`src/rtl/booth_mul_pkg.sv`:
```
// Shared types and helpers for the shared radix-2 Booth multiplier.
package booth_mul_pkg;

    typedef enum logic [1:0] {
        StIdle,
        StRun,
        StDone
    } state_e;

    // Booth recoding of the bit pair {X[i], X[i-1]}
    localparam logic [1:0] BoothNop0 = 2'b00;
    localparam logic [1:0] BoothAdd  = 2'b01;
    localparam logic [1:0] BoothSub  = 2'b10;
    localparam logic [1:0] BoothNop1 = 2'b11;

    function automatic int unsigned clog2(input int unsigned n);
        int unsigned r;
        int unsigned v;
        r = 0;
        v = 1;
        while (v < n) begin
            v = v << 1;
            r = r + 1;
        end
        return r;
    endfunction

endpackage

```
`src/rtl/booth_seq_core.sv`:
```
// Iterative radix-2 Booth datapath: one recode/add/shift step per step_i pulse.
module booth_seq_core
    import booth_mul_pkg::*;
#(
    parameter int unsigned W = 4
) (
    input  logic             clk_i,
    input  logic             rst_i,
    input  logic             load_i,
    input  logic             step_i,
    input  logic [W-1:0]     a_i,
    input  logic [W-1:0]     b_i,
    output logic [2*W-1:0]   product_o,
    output logic             last_o
);

    localparam int unsigned CntW = (clog2(W) > 0) ? clog2(W) : 1;

    logic [W:0]      hi_q, hi_d;
    logic [W-1:0]    lo_q, lo_d;
    logic            xm1_q, xm1_d;
    logic [W:0]      b_q, b_d;
    logic [CntW-1:0] cnt_q, cnt_d;
    logic [W:0]      sum;

    // b_q is one bit wider than the operand so negating the most negative value is exact
    always_comb begin
        unique case ({lo_q[0], xm1_q})
            BoothSub: sum = hi_q - b_q;
            BoothAdd: sum = hi_q + b_q;
            default:  sum = hi_q;
        endcase
    end

    always_comb begin
        hi_d  = hi_q;
        lo_d  = lo_q;
        xm1_d = xm1_q;
        b_d   = b_q;
        cnt_d = cnt_q;
        if (load_i) begin
            hi_d  = '0;
            lo_d  = a_i;
            xm1_d = 1'b0;
            b_d   = {b_i[W-1], b_i};
            cnt_d = '0;
        end else if (step_i) begin
            hi_d  = {sum[W], sum[W:1]};
            lo_d  = {sum[0], lo_q[W-1:1]};
            xm1_d = lo_q[0];
            cnt_d = cnt_q + 1'b1;
        end
    end

    always_ff @(posedge clk_i or posedge rst_i) begin
        if (rst_i) begin
            hi_q  <= '0;
            lo_q  <= '0;
            xm1_q <= 1'b0;
            b_q   <= '0;
            cnt_q <= '0;
        end else begin
            hi_q  <= hi_d;
            lo_q  <= lo_d;
            xm1_q <= xm1_d;
            b_q   <= b_d;
            cnt_q <= cnt_d;
        end
    end

    // Post-shift value of the current step; valid as the final product when last_o is high
    assign product_o = {sum, lo_q[W-1:1]};
    assign last_o    = step_i && (cnt_q == CntW'(W - 1));

endmodule

```
`src/rtl/booth_mul_arbiter.sv`:
```
// Round-robin front end sharing one Booth multiplier engine among N requesters.
module booth_mul_arbiter
    import booth_mul_pkg::*;
#(
    parameter int unsigned W   = 4,
    parameter int unsigned N   = 4,
    parameter int unsigned IDW = clog2(N)
) (
    input  logic               clk_i,
    input  logic               rst_i,
    input  logic [N-1:0]       req_valid_i,
    output logic [N-1:0]       req_ready_o,
    input  logic [N*W-1:0]     req_a_i,
    input  logic [N*W-1:0]     req_b_i,
    output logic               rsp_valid_o,
    input  logic               rsp_ready_i,
    output logic [2*W-1:0]     rsp_z_o,
    output logic [IDW-1:0]     rsp_id_o,
    output logic               busy_o
);

    state_e           state_q;
    logic [IDW-1:0]   rr_ptr_q;
    logic [IDW-1:0]   owner_q;
    logic             rsp_valid_q;
    logic [2*W-1:0]   rsp_z_q;
    logic [IDW-1:0]   rsp_id_q;
    logic             busy_q;

    logic             grant_found;
    logic [IDW-1:0]   grant_idx;
    logic [IDW:0]     scan_sum;
    logic [IDW-1:0]   scan_idx;
    logic [IDW-1:0]   rr_next;
    logic [W-1:0]     a_sel;
    logic [W-1:0]     b_sel;
    logic             handshake;
    logic [2*W-1:0]   core_product;
    logic             core_last;

    // First valid requester at or after rr_ptr, wrapping at N
    always_comb begin
        grant_found = 1'b0;
        grant_idx   = '0;
        scan_sum    = '0;
        scan_idx    = '0;
        for (int unsigned k = 0; k < N; k++) begin
            scan_sum = {1'b0, rr_ptr_q} + (IDW + 1)'(k);
            if (scan_sum >= (IDW + 1)'(N)) begin
                scan_sum = scan_sum - (IDW + 1)'(N);
            end
            scan_idx = scan_sum[IDW-1:0];
            if (!grant_found && req_valid_i[scan_idx]) begin
                grant_found = 1'b1;
                grant_idx   = scan_idx;
            end
        end
    end

    always_comb begin
        a_sel = '0;
        b_sel = '0;
        for (int unsigned i = 0; i < N; i++) begin
            if (grant_idx == IDW'(i)) begin
                a_sel = req_a_i[i*W +: W];
                b_sel = req_b_i[i*W +: W];
            end
        end
    end

    // Gated by reset so nothing is offered while the block is held in reset
    assign handshake = (state_q == StIdle) && grant_found && !rst_i;
    assign rr_next   = (grant_idx == IDW'(N - 1)) ? '0 : grant_idx + 1'b1;

    always_comb begin
        req_ready_o = '0;
        if (handshake) begin
            req_ready_o[grant_idx] = 1'b1;
        end
    end

    booth_seq_core #(
        .W (W)
    ) u_core (
        .clk_i     (clk_i),
        .rst_i     (rst_i),
        .load_i    (handshake),
        .step_i    (state_q == StRun),
        .a_i       (a_sel),
        .b_i       (b_sel),
        .product_o (core_product),
        .last_o    (core_last)
    );

    always_ff @(posedge clk_i or posedge rst_i) begin
        if (rst_i) begin
            state_q     <= StIdle;
            rr_ptr_q    <= '0;
            owner_q     <= '0;
            rsp_valid_q <= 1'b0;
            rsp_z_q     <= '0;
            rsp_id_q    <= '0;
            busy_q      <= 1'b0;
        end else begin
            unique case (state_q)
                StIdle: begin
                    if (handshake) begin
                        owner_q  <= grant_idx;
                        rr_ptr_q <= rr_next;
                        busy_q   <= 1'b1;
                        state_q  <= StRun;
                    end
                end
                StRun: begin
                    if (core_last) begin
                        rsp_z_q     <= core_product;
                        rsp_id_q    <= owner_q;
                        rsp_valid_q <= 1'b1;
                        state_q     <= StDone;
                    end
                end
                StDone: begin
                    if (rsp_ready_i) begin
                        rsp_valid_q <= 1'b0;
                        busy_q      <= 1'b0;
                        state_q     <= StIdle;
                    end
                end
                default: state_q <= StIdle;
            endcase
        end
    end

    assign rsp_valid_o = rsp_valid_q;
    assign rsp_z_o     = rsp_z_q;
    assign rsp_id_o    = rsp_id_q;
    assign busy_o      = busy_q;

endmodule

```
`config.mk`:
```
export PLATFORM = sky130hd
export DESIGN_NAME = booth_mul_arbiter
export DESIGN_NICKNAME = d
export VERILOG_FILES = /design/src/rtl/booth_mul_pkg.sv /design/src/rtl/booth_seq_core.sv /design/src/rtl/booth_mul_arbiter.sv
export SDC_FILE = /design/constraint.sdc
export NUM_CORES = 1
export LEC_CHECK = 0
export ABC_CLOCK_PERIOD_IN_PS = 2500
export BUFFER_PORTS_ARGS = -buffer_cell sky130_fd_sc_hd__buf_2
export CAP_MARGIN = 20
export CORE_MARGIN = 5
export CORE_UTILIZATION = 47
export CTS_BUF_LIST = sky130_fd_sc_hd__clkbuf_4 sky130_fd_sc_hd__clkbuf_8 sky130_fd_sc_hd__clkbuf_16
export DETAILED_ROUTE_END_ITERATION = 10
export GPL_ROUTABILITY_DRIVEN = 0
export GPL_TIMING_DRIVEN = 0
export HOLD_SLACK_MARGIN = 0.1
export PLACE_DENSITY = 0.75
export SKIP_CTS_REPAIR_TIMING = 1
export SLEW_MARGIN = 10
export SYNTH_ARGS = -nofsm -noshare
export SYNTH_HDL_FRONTEND = slang
export SYNTH_SLANG_ARGS = --single-unit
```
`constraint.sdc`:
```
create_clock -name clk_i -period 2.5 [get_ports clk_i]
set_input_delay 0.125 -clock clk_i [delete_from_list [all_inputs] [get_ports clk_i]]
set_output_delay 0.125 -clock clk_i [all_outputs]
set_load 0.01 [all_outputs]
```
==> metrics.txt <==
# TYPE chip_impl_metric gauge
chip_impl_metric{name="hold_ws",unit="ns"} 0.1268
chip_impl_metric{name="dpl.cell_count",unit=""} 315
chip_impl_metric{name="clkSinkCount",unit=""} 33
chip_impl_metric{name="numPortBuffers",unit=""} 54
chip_impl_metric{name="clk_pin_slew",unit="ns"} 0.07
chip_impl_metric{name="timing.slew.headroom",unit=""} 0.4830
chip_impl_info{name="cts_tree",value="yes"} 1
chip_impl_metric{name="finalWorstSetupSlack",unit="ns"} 0.09072
chip_impl_metric{name="timing.critical_path.required",unit="ns"} 2.72
chip_impl_metric{name="met3WireLength",unit="um"} 384
chip_impl_metric{name="global_route.overflow_total",unit=""} 0
chip_impl_metric{name="drt_iter0_markers",unit=""} 56
chip_impl_metric{name="antenna_cells_inserted",unit=""} 0
chip_impl_metric{name="finalNonFillerCells",unit=""} 325
chip_impl_info{name="leading_cell_type_in_the_layout_fill_and_taps_excluded",value="sky130_fd_sc_hd__buf_2"} 1
chip_impl_metric{name="grt_antenna_before_repair",unit=""} 0
chip_impl_info{name="min-delay-path-class",value="in -> reg"} 1
chip_impl_info{name="status",value="completed"} 1
chip_impl_metric{name="remaining_drc_errors",unit=""} 0
chip_impl_metric{name="period_needed",unit="ns"} 2.409
chip_impl_metric{name="postSynthAreaPerCell",unit="um^2"} 9.313
chip_impl_metric{name="num_rows",unit=""} 23
chip_impl_metric{name="fmaxAchievable",unit="MHz"} 415.1
chip_impl_metric{name="portion_of_the_clock_cycle_consumed_by_the_worst_path_in_the_final_layout",unit=""} 0.9637
chip_impl_info{name="critical_path.startpoint_type",value="register"} 1
chip_impl_metric{name="area_of_the_die",unit="mm^2"} 0.005551
chip_impl_info{name="cts_root_buf",value="sky130_fd_sc_hd__clkbuf_8"} 1
chip_impl_metric{name="crit_path_max_fanout",unit=""} 3
chip_impl_metric{name="detailroute.wirelength.met2",unit="mm"} 2.112
chip_impl_info{name="post_synth_main_area_contributors",value="sky130_fd_sc_hd__dfrtp_1 (42%), sky130_fd_sc_hd__ha_1 (7.0%), sky130_fd_sc_hd__a21oi_1 (4.9%)"} 1
chip_impl_metric{name="worst_clock_skew",unit="ns"} 0.005268
chip_impl_metric{name="synth_enable_flop_cells",unit=""} 0
chip_impl_metric{name="seq_area_frac_synth",unit=""} 0.4223
chip_impl_metric{name="worst_pin_slew",unit="ns"} 0.7672
chip_impl_metric{name="final_antenna_net_count",unit=""} 0
chip_impl_metric{name="post_route_cells_drive_above_1_share",unit=""} 0.3127
chip_impl_metric{name="finish.net_count",unit=""} 325
chip_impl_metric{name="async_reset_ff_frac",unit=""} 1.000
chip_impl_metric{name="drt-total-wl",unit="mm"} 4.514
chip_impl_metric{name="grt_max_degree",unit=""} 23
chip_impl_metric{name="initial_core_util",unit=""} 0.4854
chip_impl_metric{name="dr_total_vias",unit=""} 1747
chip_impl_metric{name="grt_pass1_vias",unit=""} 1753
chip_impl_metric{name="detail_route.wirelength.met1",unit="mm"} 1.945
chip_impl_info{name="post_synth_top_flop",value="sky130_fd_sc_hd__dfrtp_1"} 1
chip_impl_metric{name="ioPinCount",unit=""} 55
chip_impl_info{name="layout.cells.most_common_list",value="sky130_fd_sc_hd__buf_2 (57), sky130_fd_sc_hd__dfrtp_1 (33), sky130_fd_sc_hd__nand2_1 (25)"} 1
chip_impl_metric{name="total_leakage_power",unit="nW"} 1.205
chip_impl_metric{name="drv.max_cap_violation_count",unit=""} 0
chip_impl_metric{name="synth-seq-cells",unit=""} 33
chip_impl_metric{name="fp.coreArea",unit="mm^2"} 0.004029
chip_impl_metric{name="clock_tree.htree_level_count",unit=""} 2
chip_impl_metric{name="die_x",unit="um"} 74.51
chip_impl_metric{name="power.density_cell_area",unit="mW/mm^2"} 1276
chip_impl_metric{name="dpl_worst_slack",unit="ns"} -0.008432
chip_impl_metric{name="firstDrtPassIters",unit=""} 5
chip_impl_metric{name="fp.dieH",unit="um"} 74.51
chip_impl_metric{name="final_max_slew_viol_count",unit=""} 0
chip_impl_metric{name="dp_hpwl",unit="mm"} 3.539
chip_impl_metric{name="detail_route.vias_per_cell",unit=""} 5.375
chip_impl_info{name="synth_largest_area_cell",value="sky130_fd_sc_hd__dfrtp_1"} 1
chip_impl_metric{name="synthDistinctLibCells",unit=""} 40
chip_impl_metric{name="syn-instance-count",unit=""} 210
chip_impl_metric{name="grt_first_pass_wirelength",unit="mm"} 7.500
chip_impl_metric{name="numCtsBuffers",unit=""} 5
chip_impl_metric{name="setup_viol",unit=""} 0
chip_impl_metric{name="grt_util_all_layers",unit=""} 0.1778
chip_impl_metric{name="ir_worst_vdd",unit="V"} 0.0004759
chip_impl_metric{name="fill_cell_count",unit=""} 364
chip_impl_info{name="critical_path.endpoint_type",value="register"} 1
chip_impl_metric{name="power",unit="mW"} 3.125
chip_impl_metric{name="clock_latency",unit="ns"} 0.29
chip_impl_metric{name="total_nets_after_synthesis",unit=""} 261
chip_impl_info{name="topRoutingLayerUsed",value="met4"} 1
chip_impl_metric{name="cts_max_path_buffers",unit=""} 2
chip_impl_metric{name="timing_hold_violations_final",unit=""} 0
chip_impl_metric{name="post_drt_wl_per_cell",unit="um"} 13.89
chip_impl_metric{name="synth_top_area_frac",unit=""} 0.4223
chip_impl_metric{name="cp.arrival",unit="ns"} 2.63
chip_impl_metric{name="mappedNetlistArea",unit="mm^2"} 0.001956
chip_impl_metric{name="yosysWarningCount",unit=""} 0
chip_impl_info{name="timing_worst_setup_path_type",value="reg -> reg"} 1
chip_impl_metric{name="area.growth.synth_to_final",unit="%"} 25.27
==> worst max-delay path: stages (launching register included) <==
cell                      delay, ns
sky130_fd_sc_hd__dfrtp_1       0.37
sky130_fd_sc_hd__inv_1         0.07
sky130_fd_sc_hd__ha_1          0.28
sky130_fd_sc_hd__mux2_2        0.30
sky130_fd_sc_hd__fa_2          0.38
sky130_fd_sc_hd__a21o_1        0.17
sky130_fd_sc_hd__a21oi_2       0.14
sky130_fd_sc_hd__xnor2_1       0.13
sky130_fd_sc_hd__or4_1         0.40
sky130_fd_sc_hd__nand3_1       0.10
==> power breakdown <==
part	switching (mW)	internal, mW	total (mW)
clock network	0.187	0.203	0.390
logic	0.970	0.799	1.77
registers	0.183	0.782	0.966
==> final timing paths <==
kind                               startpoint              to  slack [ns]  depth (start not counted)
worst max-delay path            u_core.b_q[0]  u_core.hi_q[3]        0.09                          9
worst min-delay path              req_b_i[12]   u_core.b_q[0]        0.13                          3
worst max register to register  u_core.b_q[0]  u_core.hi_q[3]        0.09                          9
worst min register to register     owner_q[0]      owner_q[0]        0.47                          2
max in group asynchronous               rst_i   u_core.b_q[1]        1.59                          4
min in group asynchronous               rst_i      rsp_z_o[0]        0.42                          3
==> layer usage <==
metal  GRT usage  up-vias
met5           0        -
met4     0.06522        0
met3     0.05541        6
met2      0.3015       60
met1      0.2115      799
li1            -      882
==> flip-flops by register name (all words and copies together), names as in the netlist <==
register	count
rsp_z_o	8
u_core.b_q	4
u_core.hi_q	4
u_core.lo_q	4
owner_q	2
rr_ptr_q	2
rsp_id_o	2
state_q	2
u_core.cnt_q	2
busy_o	1
rsp_valid_o	1
u_core.xm1_q	1
==> cell type report <==
type                       instances  area [um^2]  area share
tap                               50        62.56     0.02554
buffer                             9        53.80     0.02196
multi-input combinational        159         1066      0.4351
inverter                           8        30.03     0.01226
sequential                        33        825.8      0.3371
timing repair buffer              58        325.3      0.1328
clock buffer                       6        76.32     0.03115
clock inverter                     2        10.01    0.004086
==> cells in the mapped netlist (2+ instances only) <==
library cell                n
sky130_fd_sc_hd__dfrtp_1   33
sky130_fd_sc_hd__nand2_1   25
sky130_fd_sc_hd__a21oi_1   19
sky130_fd_sc_hd__o21ai_0   18
sky130_fd_sc_hd__ha_1      11
sky130_fd_sc_hd__nor3_1    11
sky130_fd_sc_hd__nor2b_1    9
sky130_fd_sc_hd__inv_1      8
sky130_fd_sc_hd__nor2_1     8
sky130_fd_sc_hd__a221oi_1   7
sky130_fd_sc_hd__mux2_2     6
sky130_fd_sc_hd__nand3_1    6
sky130_fd_sc_hd__and2_1     5
sky130_fd_sc_hd__clkbuf_1   4
sky130_fd_sc_hd__mux2i_1    4
sky130_fd_sc_hd__a22oi_1    3
sky130_fd_sc_hd__buf_2      3
sky130_fd_sc_hd__xor2_1     3
sky130_fd_sc_hd__a21o_1     2
sky130_fd_sc_hd__buf_6      2
sky130_fd_sc_hd__nand2b_1   2
sky130_fd_sc_hd__o21a_1     2
sky130_fd_sc_hd__xnor2_1    2
==> through the flow <==
step	setup TNS [ns]	utilization	instance area, um^2
after floorplan	0	-	1956
after global placement	0	0.5680	2288
after detailed placement	-0.009242	0.5748	2316
after CTS	-0.2300	0.5963	2402
after global routing	-0.05088	0.6081	2450
final	0	0.6081	2450
==> cell families after synthesis <==
logic type,synth area share
buf+inv,0.04414
fa+ha+maj,0.08061
simple gates,0.1753
flops,0.4223
mux,0.05502
xor+xnor,0.02240
compound gates,0.2003
No activity file was read; power rests on OpenSTA's default activity.
